## src/rtl/gost89_cfb_byte_adapter_if.sv

```systemverilog
// Byte-stream and core-side bus of the GOST 28147-89 CFB byte adapter.
// The master modport is the adapter's view; slave is the environment's (source, sink, core).
interface gost89_cfb_byte_adapter_if;
    logic [7:0]  s_data;
    logic        s_valid;
    logic        s_last;
    logic        s_ready;
    logic [7:0]  m_data;
    logic        m_valid;
    logic        m_last;
    logic        m_ready;
    logic        core_reset;
    logic        core_load;
    logic [63:0] core_in;
    logic [63:0] core_out;
    logic        core_busy;

    modport master (
        input  s_data, s_valid, s_last, m_ready, core_out, core_busy,
        output s_ready, m_data, m_valid, m_last, core_reset, core_load, core_in
    );

    modport slave (
        output s_data, s_valid, s_last, m_ready, core_out, core_busy,
        input  s_ready, m_data, m_valid, m_last, core_reset, core_load, core_in
    );
endinterface

```

## src/rtl/gost89_cfb_byte_adapter.sv

```systemverilog
// Packs a byte stream into 64-bit blocks for a GOST 28147-89 CFB core, sequences its
// reset/load/busy protocol and serializes each result back onto a byte stream.
module gost89_cfb_byte_adapter #(
    parameter int BUSY_TIMEOUT = 64
) (
    input  logic                        clk,
    input  logic                        reset_n,
    input  logic                        start,
    gost89_cfb_byte_adapter_if.master   bus,
    output logic                        busy,
    output logic                        err
);
    localparam int TW = $clog2(BUSY_TIMEOUT + 2);

    typedef enum logic [2:0] {
        IDLE, IV_COLLECT, IV_LOAD, DATA_COLLECT, CORE_LOAD, CORE_WAIT, EMIT
    } state_t;

    state_t         state_q;
    logic [63:0]    core_in_q;
    logic [63:0]    out_q;
    logic [2:0]     cnt_q;
    logic [2:0]     ocnt_q;
    logic [3:0]     n_q;
    logic           last_q;
    logic           m_last_q;
    logic           err_q;
    logic [TW-1:0]  tmo_q;

    logic           accept;
    logic [63:0]    shift_d;
    logic [63:0]    block_d;
    logic           emit_done_d;
    logic           m_last_d;

    // start overrides everything in its cycle: no byte taken, no strobe issued, no output offered
    assign bus.s_ready    = (state_q == IV_COLLECT || state_q == DATA_COLLECT) && !start;
    assign bus.core_reset = (state_q == IV_LOAD) && !start;
    assign bus.core_load  = (state_q == CORE_LOAD) && !start;
    assign bus.m_valid    = (state_q == EMIT) && !start;
    assign bus.m_last     = m_last_q && bus.m_valid;
    assign bus.m_data     = out_q[63:56];
    assign bus.core_in    = core_in_q;
    assign busy           = (state_q != IDLE);
    assign err            = err_q;

    assign accept      = bus.s_valid && bus.s_ready;
    assign shift_d     = {core_in_q[55:0], bus.s_data};
    // Short block: bytes collected so far sit low; move them to the top, zeros fill below
    assign block_d     = shift_d << {~cnt_q, 3'b000};
    assign emit_done_d = ({1'b0, ocnt_q} == (n_q - 4'd1));
    assign m_last_d    = last_q && (({1'b0, ocnt_q} + 4'd2) == n_q);

    always_ff @(posedge clk) begin
        if (!reset_n) begin
            state_q   <= IDLE;
            core_in_q <= '0;
            out_q     <= '0;
            cnt_q     <= '0;
            ocnt_q    <= '0;
            n_q       <= '0;
            last_q    <= 1'b0;
            m_last_q  <= 1'b0;
            err_q     <= 1'b0;
            tmo_q     <= '0;
        end else begin
            err_q <= 1'b0;
            if (start) begin
                state_q   <= IV_COLLECT;
                core_in_q <= '0;
                cnt_q     <= '0;
                ocnt_q    <= '0;
                m_last_q  <= 1'b0;
            end else begin
                case (state_q)
                    IDLE: ;
                    IV_COLLECT: begin
                        if (accept) begin
                            core_in_q <= shift_d;
                            cnt_q     <= cnt_q + 3'd1;
                            if (cnt_q == 3'd7) begin
                                state_q <= IV_LOAD;
                            end else if (bus.s_last) begin
                                err_q     <= 1'b1;
                                state_q   <= IDLE;
                                cnt_q     <= '0;
                                core_in_q <= '0;
                            end
                        end
                    end
                    IV_LOAD: begin
                        state_q   <= DATA_COLLECT;
                        core_in_q <= '0;
                        cnt_q     <= '0;
                    end
                    DATA_COLLECT: begin
                        if (accept) begin
                            if (cnt_q == 3'd7 || bus.s_last) begin
                                core_in_q <= block_d;
                                n_q       <= {1'b0, cnt_q} + 4'd1;
                                last_q    <= bus.s_last;
                                cnt_q     <= '0;
                                tmo_q     <= '0;
                                state_q   <= CORE_LOAD;
                            end else begin
                                core_in_q <= shift_d;
                                cnt_q     <= cnt_q + 3'd1;
                            end
                        end
                    end
                    CORE_LOAD: begin
                        tmo_q   <= tmo_q + TW'(1);
                        state_q <= CORE_WAIT;
                    end
                    CORE_WAIT: begin
                        tmo_q <= tmo_q + TW'(1);
                        // tmo_q == 1 is the cycle where the core may not have raised busy yet
                        if (tmo_q != TW'(1) && !bus.core_busy) begin
                            out_q    <= bus.core_out;
                            ocnt_q   <= '0;
                            m_last_q <= last_q && (n_q == 4'd1);
                            state_q  <= EMIT;
                        end else if (tmo_q == TW'(BUSY_TIMEOUT)) begin
                            err_q   <= 1'b1;
                            state_q <= IDLE;
                        end
                    end
                    EMIT: begin
                        if (bus.m_ready) begin
                            out_q  <= out_q << 8;
                            ocnt_q <= ocnt_q + 3'd1;
                            if (emit_done_d) begin
                                m_last_q <= 1'b0;
                                if (last_q) begin
                                    state_q <= IDLE;
                                end else begin
                                    state_q   <= DATA_COLLECT;
                                    core_in_q <= '0;
                                    cnt_q     <= '0;
                                end
                            end else begin
                                m_last_q <= m_last_d;
                            end
                        end
                    end
                    default: state_q <= IDLE;
                endcase
            end
        end
    end
endmodule

```

## src/flat_wrapper.sv

```systemverilog
// flat-port wrapper written by rule: the top's interface ports become plain ports
module gost89_cfb_byte_adapter_flat 
#(
    parameter int BUSY_TIMEOUT = 64
)
  (clk, reset_n, start, busy, err, bus_s_data, bus_s_valid, bus_s_last, bus_m_ready, bus_core_out, bus_core_busy, bus_s_ready, bus_m_data, bus_m_valid, bus_m_last, bus_core_reset, bus_core_load, bus_core_in);
  gost89_cfb_byte_adapter_if bus_i ();
  input  logic clk;
  input  logic reset_n;
  input  logic start;
  output logic busy;
  output logic err;
  input wire logic [$bits(bus_i.s_data)-1:0] bus_s_data;
  input wire logic [$bits(bus_i.s_valid)-1:0] bus_s_valid;
  input wire logic [$bits(bus_i.s_last)-1:0] bus_s_last;
  input wire logic [$bits(bus_i.m_ready)-1:0] bus_m_ready;
  input wire logic [$bits(bus_i.core_out)-1:0] bus_core_out;
  input wire logic [$bits(bus_i.core_busy)-1:0] bus_core_busy;
  output wire logic [$bits(bus_i.s_ready)-1:0] bus_s_ready;
  output wire logic [$bits(bus_i.m_data)-1:0] bus_m_data;
  output wire logic [$bits(bus_i.m_valid)-1:0] bus_m_valid;
  output wire logic [$bits(bus_i.m_last)-1:0] bus_m_last;
  output wire logic [$bits(bus_i.core_reset)-1:0] bus_core_reset;
  output wire logic [$bits(bus_i.core_load)-1:0] bus_core_load;
  output wire logic [$bits(bus_i.core_in)-1:0] bus_core_in;
  assign bus_i.s_data = bus_s_data;
  assign bus_i.s_valid = bus_s_valid;
  assign bus_i.s_last = bus_s_last;
  assign bus_i.m_ready = bus_m_ready;
  assign bus_i.core_out = bus_core_out;
  assign bus_i.core_busy = bus_core_busy;
  assign bus_s_ready = bus_i.s_ready;
  assign bus_m_data = bus_i.m_data;
  assign bus_m_valid = bus_i.m_valid;
  assign bus_m_last = bus_i.m_last;
  assign bus_core_reset = bus_i.core_reset;
  assign bus_core_load = bus_i.core_load;
  assign bus_core_in = bus_i.core_in;
  gost89_cfb_byte_adapter #(.BUSY_TIMEOUT(BUSY_TIMEOUT)) u_core (.clk(clk), .reset_n(reset_n), .start(start), .bus(bus_i), .busy(busy), .err(err));
endmodule
```

## config.mk

```make
export PLATFORM = sky130hd
export DESIGN_NAME = gost89_cfb_byte_adapter_flat
export DESIGN_NICKNAME = d
export VERILOG_FILES = /design/src/rtl/gost89_cfb_byte_adapter_if.sv /design/src/rtl/gost89_cfb_byte_adapter.sv /design/src/flat_wrapper.sv
export SDC_FILE = /design/constraint.sdc
export NUM_CORES = 1
export LEC_CHECK = 0
export ABC_AREA = 1
export CORE_AREA = 2 2 135 137
export CTS_CLUSTER_SIZE = 25
export DETAILED_ROUTE_END_ITERATION = 10
export DIE_AREA = 0 0 137 139
export PLACE_DENSITY = 0.75
export SLEW_MARGIN = 20
export SYNTH_ARGS = -nofsm -noshare
export SYNTH_HDL_FRONTEND = slang
export SYNTH_SLANG_ARGS = --single-unit
export TNS_END_PERCENT = 5
```

## constraint.sdc

```tcl
create_clock -name clk -period 3.3 [get_ports clk]
set_input_delay 0.495 -clock clk [delete_from_list [all_inputs] [get_ports clk]]
set_output_delay 0.495 -clock clk [all_outputs]
set_load 0.005 [all_outputs]
```

==> results.md <==
Status:
- The run finished with clean final reports.

Synth:
- The number of synthesized register bits is 151.
- In this run the cell area of the synthesized design comes to 0.008602 mm^2.
- The yosys synthesis warning count is 0.
- The portion of the post-synthesis area used by sequential elements is 35.14%.
- The number of nets in the synthesized netlist is 1426.
- The netlist uses 40 different library cells.
- The count of mapped cells out of synthesis is 1338.
- The mean cell area of the mapped netlist is 6.429 um^2.

Timing:
- The share of the cycle needed by the critical path after routing is 78.52%.
- The fmax is 0.3859 GHz.
- Setup repair after global routing left no endpoint under its margin.
- The setup clock skew after layout is 7.482 ps.
- The number of pins exceeding their max-slew limit in the final report is 0.
- The total setup violations reported at the end of the flow is 0.
- The final critical delay including setup and external delays is 2591 ps.
- The worst hold margin is 463.4 ps.
- For the pin with the worst max-slew slack, the measured transition is 944.3 ps.
- The headroom to the max-slew limit is 37.05%.
- Setup total negative slack on the finished layout was measured at 0 ps.
- The final number of hold-violating endpoints is 0.

Die:
- The horizontal extent of the die is 137 um.
- The initial core utilization is 48.72%.
- The die is 139 um tall.
- The core region is 0.01766 mm^2.
- The floorplan has 49 rows.
- The count of pins on the block boundary is 158.
- The area of the die is 0.01904 mm^2.

Place:
- Once placement completed, the tool counted placed cells totaling 1643.
- At the end of routability-driven placement, the weighted congestion stood at 0.9042.
- Once detailed placement completed, the half-perimeter wirelength came to 16660 um.
- The total of buffers placed on input and output ports is 157.

Power:
- In this run, the clock network consumes 44.1% of the power.
- In this run the power density over the cells is 406.8 mW/mm^2.
- The internal portion of total power is 0.003172 W.
- The register share of total power is 43.6%.
- Combinational logic is responsible for 12.3% of the overall power.
- In this run the power spent charging and discharging nets is 0.001191 W.
- The worst supply voltage drop on vdd is 409.4 uV.
- The switching share of power is 27.29%.
- The static leakage is 4.072 nW.

Worst setup path:
- For the worst setup path, the data required time is 2800 ps.
- Data on the critical path arrives at its endpoint at 2100 ps.
- The worst setup path is of the in -> out kind.
- The startpoint of the worst setup timing path is start.
- The number of cells on the worst reg-to-reg path is 12.
- STA classifies the critical path startpoint as an input pin.
- The endpoint identified for the worst register-to-register timing path is u_core.bus.core_in[4]$_SDFFE_PP0P_.
- The worst register-to-register path has a setup slack of 730 ps.
- The type of destination of the critical path is an output pin.
- In this run the critical register-to-register path is launched from u_core.cnt_q[0]$_SDFFE_PP0P_.
- The top fanout value on the critical path is 9.
- The most critical setup path has its endpoint at bus_m_last.

Clock network:
- The clock input transition at the sequential cells of the worst setup and hold paths is 70 ps.
- In this run the post-CTS setup repair buffer count came out at 0.
- The clock sink count is 151.
- The number of buffers on the longest clock path is 2.
- TritonCTS built the clock tree.
- The clock tree synthesis step divided the H-tree into 4 levels.
- The post-cts gate resize count is 0.
- The clock insertion delay at the later pin of the skew report is 430 ps.
- The clock root buffer master is clkbuf_16.
- The total CTS buffers is 17.
- Buffers inserted to repair hold after CTS numbered 0.

Drt:
- The pre-antenna-repair detailed-routing pass consisted of 6 iterations.
- The number of vias in the routed layout is 9264.
- In this run, the number of DRC markers left after iteration 0 of detailed routing was 870.
- The vias per cell is 5.531.
- For this block, the routed nets add up to 25180 um of wire.
- After detailed routing, the number of remaining DRC violations is 0.
- The post-route antenna net violation count is 0.
- The routed wire length per instance is 15.03 um.

Layout:
- The share of final-layout standard cells stronger than drive strength 1 is 5.878%.
- The number of antenna diodes is 0.
- The synthesis-to-finish area growth is 24.67%.
- The final layout net count is 1521.
- Excluding fillers, the count of instances in the completed layout stands at 1675.
- The leading cell type in the layout, fill and taps excluded is nand2_1.
- The top cell types in the final layout, fill and taps aside, are nand2_1, o21ai_0, clkdlybuf4s50_1.
- Counting the fill cells in the layout gives 1676.

Global routing:
- The residual overflow from global routing is 0.
- The first global-routing pass estimated 40800 um of wire.
- The via count of the first global-routing pass is 8169.
- The maximum number of pins on one net before global-route repair is 111.
- The initial antenna violation count is 0.
- Global routing used 26.34% of the available tracks.

Min path:
- The worst hold-check path type is reg -> reg.

Job:
- The tool flagged a number of max-cap violations equal to 0.
power by group through the flow:
stage / Clock (W) / Sequential (W) / Combinational (W)
6_report: 0.00192 / 0.00190 / 0.000538
2_1_floorplan: 0 / 0.00193 / 0.000299
4_1_cts: 0.00195 / 0.00190 / 0.000533
3_5_place_dp: 0 / 0.00194 / 0.000532
5_1_grt: 0.00204 / 0.00190 / 0.000595
3_3_place_gp: 0 / 0.00194 / 0.000527
critical path, stage by stage:
cell             delay, ps
clkdlybuf4s50_1        710
inv_1                  170
and3_1                 230
clkdlybuf4s50_1        490
cells by family after synthesis:
family | share of synthesized area [%]
DFF | 35.14
muxes | 0.2327
buffers and inverters | 9.934
xor gates and xnor gates | 0.6109
and+or+nand+nor | 27.84
adders and majority gates | 1.309
AOI/OAI and AO/OA | 24.93
registers in the layout, summed over array words and instances, names as in the netlist:
name and flops:
u_core.m_last_q 1, u_core.bus.core_in 64, u_core.n_q 4, u_core.tmo_q 7
u_core.out_q 64, u_core.cnt_q 3, u_core.state_q 3, u_core.err 1
u_core.ocnt_q 3, u_core.last_q 1
cell type report:
cell class                      instances  area, um^2  area share, %
Sequential cell                       151        3024          28.20
Tap cell                              229       286.5          2.672
Timing Repair Buffer                  178        1779          16.59
Clock buffer                           18       439.2          4.095
Inverter                               88       330.3          3.080
Clock inverter                         14       137.6          1.283
Multi-Input combinational cell        997        4727          44.08
worst min-delay path by stage:
stage | start | to | slack [ps] | cells past startpoint
after floorplan | u_core.m_last_q$_SDFFE_PP0P_ | u_core.m_last_q$_SDFFE_PP0P_ | 440 | 2
after global placement | u_core.out_q[0]$_SDFFE_PN0P_ | u_core.out_q[0]$_SDFFE_PN0P_ | 450 | 2
after detailed placement | u_core.out_q[6]$_SDFFE_PN0P_ | u_core.out_q[6]$_SDFFE_PN0P_ | 450 | 2
after CTS | u_core.out_q[6]$_SDFFE_PN0P_ | u_core.out_q[6]$_SDFFE_PN0P_ | 460 | 2
after global routing | u_core.out_q[5]$_SDFFE_PN0P_ | u_core.out_q[5]$_SDFFE_PN0P_ | 480 | 2
final | u_core.out_q[6]$_SDFFE_PN0P_ | u_core.out_q[6]$_SDFFE_PN0P_ | 460 | 2
metrics by stage:
stage	area [um^2]	total power (W)	util, %	worst slack, ps
global placement	10150	0.002467	57.47	626.3
floorplan	8602	0.002229	-	1427
global route	10720	0.004535	60.74	528.7
detailed placement	10150	0.002472	57.47	540.9
finish	10720	0.004362	60.74	709.0
CTS	10720	0.004384	60.74	683.8
layer usage:
metal / GRT usage [%] / wire length [um] / vias to the layer above
li1: - / - / 4655
met1: 37.18 / 11210 / 4179
met2: 40.19 / 11540 / 380
met3: 3.728 / 1728 / 50
met4: 10.69 / 699 / 0
met5: 0 / 0 / -
synthesized netlist by cell type (all sizes together):
master  number  area [um^2]
a21boi       3        22.52
o22ai        1        6.260
ha           9        112.6
o21a         1        7.510
a211oi       4        30.03
o211ai      14        105.1
dfxtp      151         3023
xor2         2        17.52
mux2i        2        20.02
inv         87        326.6
clkinv       1        3.750
nand2      365         1400
nand3b       1        7.510
nand4        5        31.28
a31oi       59        369.1
and3         1        6.260
o21ai      206         1031
xnor2        4        35.03
nor3        32        165.2
nor3b        2        15.01
buf         51        331.6
clkbuf      51        192.7
a22oi        3        22.52
nand3       52        270.3
a21oi      110        550.5
nor2       116        468.0
or2          5        31.28
No activity file was read; power rests on OpenSTA's default activity.
